$ cat config.mk
export PLATFORM = sky130hd
export DESIGN_NAME = riscv_fetch_unit
export DESIGN_NICKNAME = d
export VERILOG_FILES = /design/src/rtl/riscv_fetch_unit.sv
export SDC_FILE = /design/constraint.sdc
export NUM_CORES = 1
export LEC_CHECK = 0
export BUFFER_PORTS_ARGS = -buffer_cell sky130_fd_sc_hd__buf_2
export CAP_MARGIN = 10
export CORE_MARGIN = 2
export CORE_UTILIZATION = 25
export CTS_BUF_LIST = sky130_fd_sc_hd__clkbuf_4 sky130_fd_sc_hd__clkbuf_8
export DETAILED_ROUTE_END_ITERATION = 7
export GPL_ROUTABILITY_DRIVEN = 0
export GPL_TIMING_DRIVEN = 0
export PLACE_DENSITY = 0.52
export SETUP_SLACK_MARGIN = 0.1
export SLEW_MARGIN = 15
export SYNTH_ARGS = -nofsm -noshare
export SYNTH_HDL_FRONTEND = slang
export SYNTH_SLANG_ARGS = --single-unit
$ cat constraint.sdc
create_clock -name CLK -period 2.8 [get_ports CLK]
set_clock_uncertainty 0.05 [all_clocks]
set_input_delay 0.14 -clock CLK [delete_from_list [all_inputs] [get_ports CLK]]
set_output_delay 0.14 -clock CLK [all_outputs]
set_load 0.02 [all_outputs]
$ cat src/rtl/riscv_fetch_unit.sv
// Instruction fetch stage: issues sequential word fetches, buffers returned words with
// their PC in a small FIFO, and hands them to decode; a redirect flushes and squashes.
module riscv_fetch_unit #(
  parameter logic [31:0] RESET_PC = 32'h0000_0000,
  parameter int          DEPTH    = 2
) (
  input  logic        CLK,
  input  logic        RST,
  output logic        imem_req_valid,
  input  logic        imem_req_ready,
  output logic [31:0] imem_req_addr,
  input  logic        imem_rsp_valid,
  input  logic [31:0] imem_rsp_data,
  input  logic        redirect_valid,
  input  logic [31:0] redirect_pc,
  output logic        inst_valid,
  input  logic        inst_ready,
  output logic [31:0] inst_data,
  output logic [31:0] inst_pc
);

  localparam int PTR_W   = $clog2(DEPTH);
  localparam int CNT_W   = PTR_W + 1;
  // Cap on live + stale requests at the memory so back-to-back redirects cannot
  // overflow the discard counter.
  localparam int OUT_MAX = 4 * DEPTH;
  localparam int DISC_W  = $clog2(OUT_MAX + 1);
  localparam int SUM_W   = DISC_W + 1;

  logic             run_q;
  logic [31:0]      fetch_pc_q;
  logic [31:0]      resp_pc_q;
  logic [CNT_W-1:0] inflight_q;
  logic [CNT_W-1:0] count_q;
  logic [DISC_W-1:0] discard_q;
  logic [PTR_W-1:0] rd_ptr_q;
  logic [PTR_W-1:0] wr_ptr_q;
  logic [31:0]      pc_mem_q   [DEPTH];
  logic [31:0]      data_mem_q [DEPTH];

  logic             req_fire;
  logic             rsp_live;
  logic             rsp_drop;
  logic             pop;
  logic [SUM_W-1:0] fifo_claim;
  logic [SUM_W-1:0] outstanding;

  assign inst_valid = (count_q != '0);
  assign inst_pc    = pc_mem_q[rd_ptr_q];
  assign inst_data  = data_mem_q[rd_ptr_q];
  assign pop        = inst_valid & inst_ready;

  // inflight counts only live requests; a pop this cycle frees a slot before any
  // new response can land, which keeps one instruction per cycle in steady state.
  assign fifo_claim  = SUM_W'(inflight_q) + SUM_W'(count_q) - SUM_W'(pop);
  assign outstanding = SUM_W'(inflight_q) + SUM_W'(discard_q);

  assign imem_req_valid = run_q & ~redirect_valid &
                          (fifo_claim < SUM_W'(DEPTH)) &
                          (outstanding < SUM_W'(OUT_MAX));
  assign imem_req_addr  = fetch_pc_q;

  assign req_fire = imem_req_valid & imem_req_ready;
  assign rsp_drop = imem_rsp_valid & (discard_q != '0);
  assign rsp_live = imem_rsp_valid & (discard_q == '0);

  always_ff @(posedge CLK or negedge RST) begin
    if (!RST) begin
      run_q      <= 1'b0;
      fetch_pc_q <= RESET_PC;
      resp_pc_q  <= RESET_PC;
      inflight_q <= '0;
      count_q    <= '0;
      discard_q  <= '0;
      rd_ptr_q   <= '0;
      wr_ptr_q   <= '0;
      for (int i = 0; i < DEPTH; i++) begin
        pc_mem_q[i]   <= '0;
        data_mem_q[i] <= '0;
      end
    end else begin
      run_q <= 1'b1;
      if (redirect_valid) begin
        fetch_pc_q <= {redirect_pc[31:2], 2'b00};
        resp_pc_q  <= {redirect_pc[31:2], 2'b00};
        count_q    <= '0;
        rd_ptr_q   <= '0;
        wr_ptr_q   <= '0;
        inflight_q <= '0;
        // Every request still out becomes stale; a response landing now is dropped too.
        discard_q  <= discard_q + DISC_W'(inflight_q) - DISC_W'(imem_rsp_valid);
      end else begin
        if (req_fire) begin
          fetch_pc_q <= fetch_pc_q + 32'd4;
        end
        inflight_q <= inflight_q + CNT_W'(req_fire) - CNT_W'(rsp_live);
        if (rsp_drop) begin
          discard_q <= discard_q - DISC_W'(1);
        end
        if (rsp_live) begin
          pc_mem_q[wr_ptr_q]   <= resp_pc_q;
          data_mem_q[wr_ptr_q] <= imem_rsp_data;
          wr_ptr_q             <= wr_ptr_q + PTR_W'(1);
          resp_pc_q            <= resp_pc_q + 32'd4;
        end
        if (pop) begin
          rd_ptr_q <= rd_ptr_q + PTR_W'(1);
        end
        count_q <= count_q + CNT_W'(rsp_live) - CNT_W'(pop);
      end
    end
  end

endmodule

==> results.toml <==
[layout]
nNetsFinal = 1165
area_growth_pct = 30.6
final-seq-area_um2 = 4880
fillers = 3889
final_cells = 1600
multi_input_area_um2 = 4600
diodes = 0
drive_gt1_frac = 0.427
fin_util = 0.332

[grt]
grt_usage = 0.145
use_met2 = 0.226
grt_overflow = 0
grt_pass1_vias = 7258
grt_antenna_before_repair = 0
grt_pass1_wl_mm = 43.3
grt_busiest_layer = "met2"
met3_usage = 0.0356
grtUsageMet1 = 0.202
grt_start_max_net_pins = 96

[sta]
finalCritPeriodShare = 1.04
worst_slew_pin_slew_ns = 0.854
setup_viol = 5
fin_ws_ns = -0.123
max_freq_mhz = 342
setup_tns_ns = -0.477
layout_min_cycle_time_ns = 2.92
final-hold-violation-count = 0
rsz0062_at_grt = "yes"
max_slew_margin = 0.431
slew_viol_final = 0

[placed_design]
io_buffers = 161
dp_hpwl_mm = 20.6
placed_cells = 1492
pre_cts_ws_ns = -0.720

[flow_run]
cap_violations = 0

[synthesis]
syn_area_um2 = 9580
synthTopCellsByCount = "195 x dfrtp_1, 189 x mux2_2, 51 x nand2_1, 41 x o21ai_0, 35 x inv_1"
synth_seq_cells = 195
synthCells = 813
synth_most_common_cell = "dfrtp_1"
synth_top_area_cell = "dfrtp_1"
synth.area.top_cells = "dfrtp_1 51%, mux2_2 22%, xnor2_1 2.5%"
synth-async-reset-ratio = 1.00
avgSynthCellArea_um2 = 11.8
ys_seq_area_frac = 0.509
synth.distinct_cells = 55
yosys_warnings = 0
ys.flop_type = "dfrtp_1"
synth_top_area_frac = 0.509
synth_edf_count = 0

[setup_path]
path_class = "flop to flop"
path_max_fanout = 5
cpPeakStageDelay_ns = 0.41
crit_chain = "inv_1 -> ha_1 -> inv_2 -> fa_2 -> or2_4 -> o21ai_2 -> nand4_1 -> buf_4 -> nor2_4 -> inv_4 -> clkbuf_16 -> ha_4 -> inv_2 -> ha_4 -> nor2b_1"
required_ns = 3.09
r2r-end = "inflight_q[0]"
r2r_cells = 15
cp_slowest_cell = "dfrtp_1"
cp-end-kind = "flop"
critPathLaunch = "count_q[1]"
r2r_start = "count_q[1]"
r2r_setup_slack_ns = -0.12
crit_path_start_kind = "flop"
worstPathArrival_ns = 3.22
endpoint = "inflight_q[0]"

[floorplanning]
dieArea_um2 = 39900
die_height_um = 200
initial_core_util = 0.254
rows = 71
design.portCount = 168
core-area_um2 = 37700
die_w_um = 200

[routing]
vias_per_cell = 4.49
drc_errors = 0
wirelength_mm = 28.5
num_vias = 7184
routedWlPerCell_um = 17.8
firstDrtPassIters = 4
ant_nets = 0
drt-initial-drc-count = 357

[power_and_ir_drop]
ir_worst_vdd_v = 0.000306
power.leakage_uw = 0.00587
power_density_nw_per_um2 = 782
power_uw = 9790

[clocking]
clock_path_buffers = 2
cts.clk_slew.worst_paths_ns = 0.11
cts_tree = "yes"
cts_sinks = 195
htreeDepth = 4
cts_buffers = 17
clk_latency_ns = 0.48
cts_root_buffer = "clkbuf_8"

[outcome]
violations = "negative setup slack"
run_status = "finished with violations"

[hold_path]
worstHoldPathType = "input pin to flop"
hold_depth = 4
-- report_power, final --
group | switching (uW) | internal (uW) | total [uW] | leakage (uW)
registers | 436 | 3400 | 3830 | 0.00253
clock network | 1130 | 742 | 1870 | 0.000191
logic | 2240 | 1840 | 4080 | 0.00315
-- placed cells by master (no fill, tap or decap), types with 17 or more instances in the layout --
cell / count
a21oi_1: 18
nor2_1: 20
nand3_1: 29
dfrtp_1: 195
nand2_1: 50
inv_1: 33
xor2_1: 18
buf_2: 165
dlygate4sd3_1: 63
clkbuf_8: 17
mux2_2: 189
xnor2_1: 26
o21ai_0: 35
buf_4: 19
-- state kept, by name, summed over array words and instances, names as in the netlist --
| signal | count |
|---|---|
| resp_pc_q | 30 |
| discard_q | 4 |
| data_mem_q | 64 |
| count_q | 2 |
| pc_mem_q | 60 |
| run_q | 1 |
| wr_ptr_q | 1 |
| inflight_q | 2 |
| rd_ptr_q | 1 |
| imem_req_addr | 30 |
-- routing by layer --
layer,share of wire,routed length [um]
met1,0.46,13200
met2,0.46,13000
met3,0.065,1840
met4,0.015,420
met5,0,0
-- cell families (layout without fill, tap and decap cells) --
family,after synthesis,in the layout,synth area share
multiplexers,191,191,0.224
other,2,5,0.000784
AO/OA/AOI/OAI,100,100,0.0667
adder cells (fa/ha/maj),19,19,0.0264
flip-flops,195,195,0.509
buffers and inverters,79,352,0.0334
AND/OR/NAND/NOR,182,182,0.0982
XOR/XNOR,45,45,0.0411
-- stage by stage --
step | hold WS [ns] | area, um2
after global routing | 0.0344 | 12500
after CTS | 0.0197 | 12400
final | 0.0612 | 12500
after global placement | 0.337 | 11100
after detailed placement | 0.0254 | 11200
after floorplan | -0.206 | 9640
-- layout make-up --
| class | instances | area share |
|---|---|---|
| inverter | 37 | 0.0114 |
| sequential | 195 | 0.390 |
| clock buffer | 18 | 0.0193 |
| multi-input combinational | 542 | 0.367 |
| buffer | 41 | 0.0186 |
| clock inverter | 14 | 0.0112 |
| timing repair buffer | 242 | 0.131 |
| tap | 511 | 0.0511 |
-- repair_timing --
action	4_1_cts	5_1_grt
buffers inserted	11	3
hold buffers	63	0
endpoints found under the setup margin	189	53
gates resized for setup	42	28
endpoints found under the hold margin	318	0
pin swaps	6	11
cloned	0	0
-- worst min-delay path by stage --
stage | startpoint | to | slack (ns)
after floorplan | RST | count_q[0] | -0.21
after global placement | imem_rsp_data[8] | data_mem_q[8] | 0.34
after detailed placement | RST | data_mem_q[38] | 0.03
after CTS | inst_ready | rd_ptr_q | 0.02
after global routing | inst_ready | rd_ptr_q | 0.03
final | imem_rsp_valid | discard_q[2] | 0.06
-- critical path: cells and delay by family (launching register included) --
kind | cells | cell delay [ns]
DFF | 1 | 0.41
and+or+nand+nor | 4 | 0.62
AOI/OAI and AO/OA | 1 | 0.07
buffers and inverters | 6 | 0.55
adders and majority gates | 4 | 1.08
Note: power is estimated with default switching activity, not from simulation.
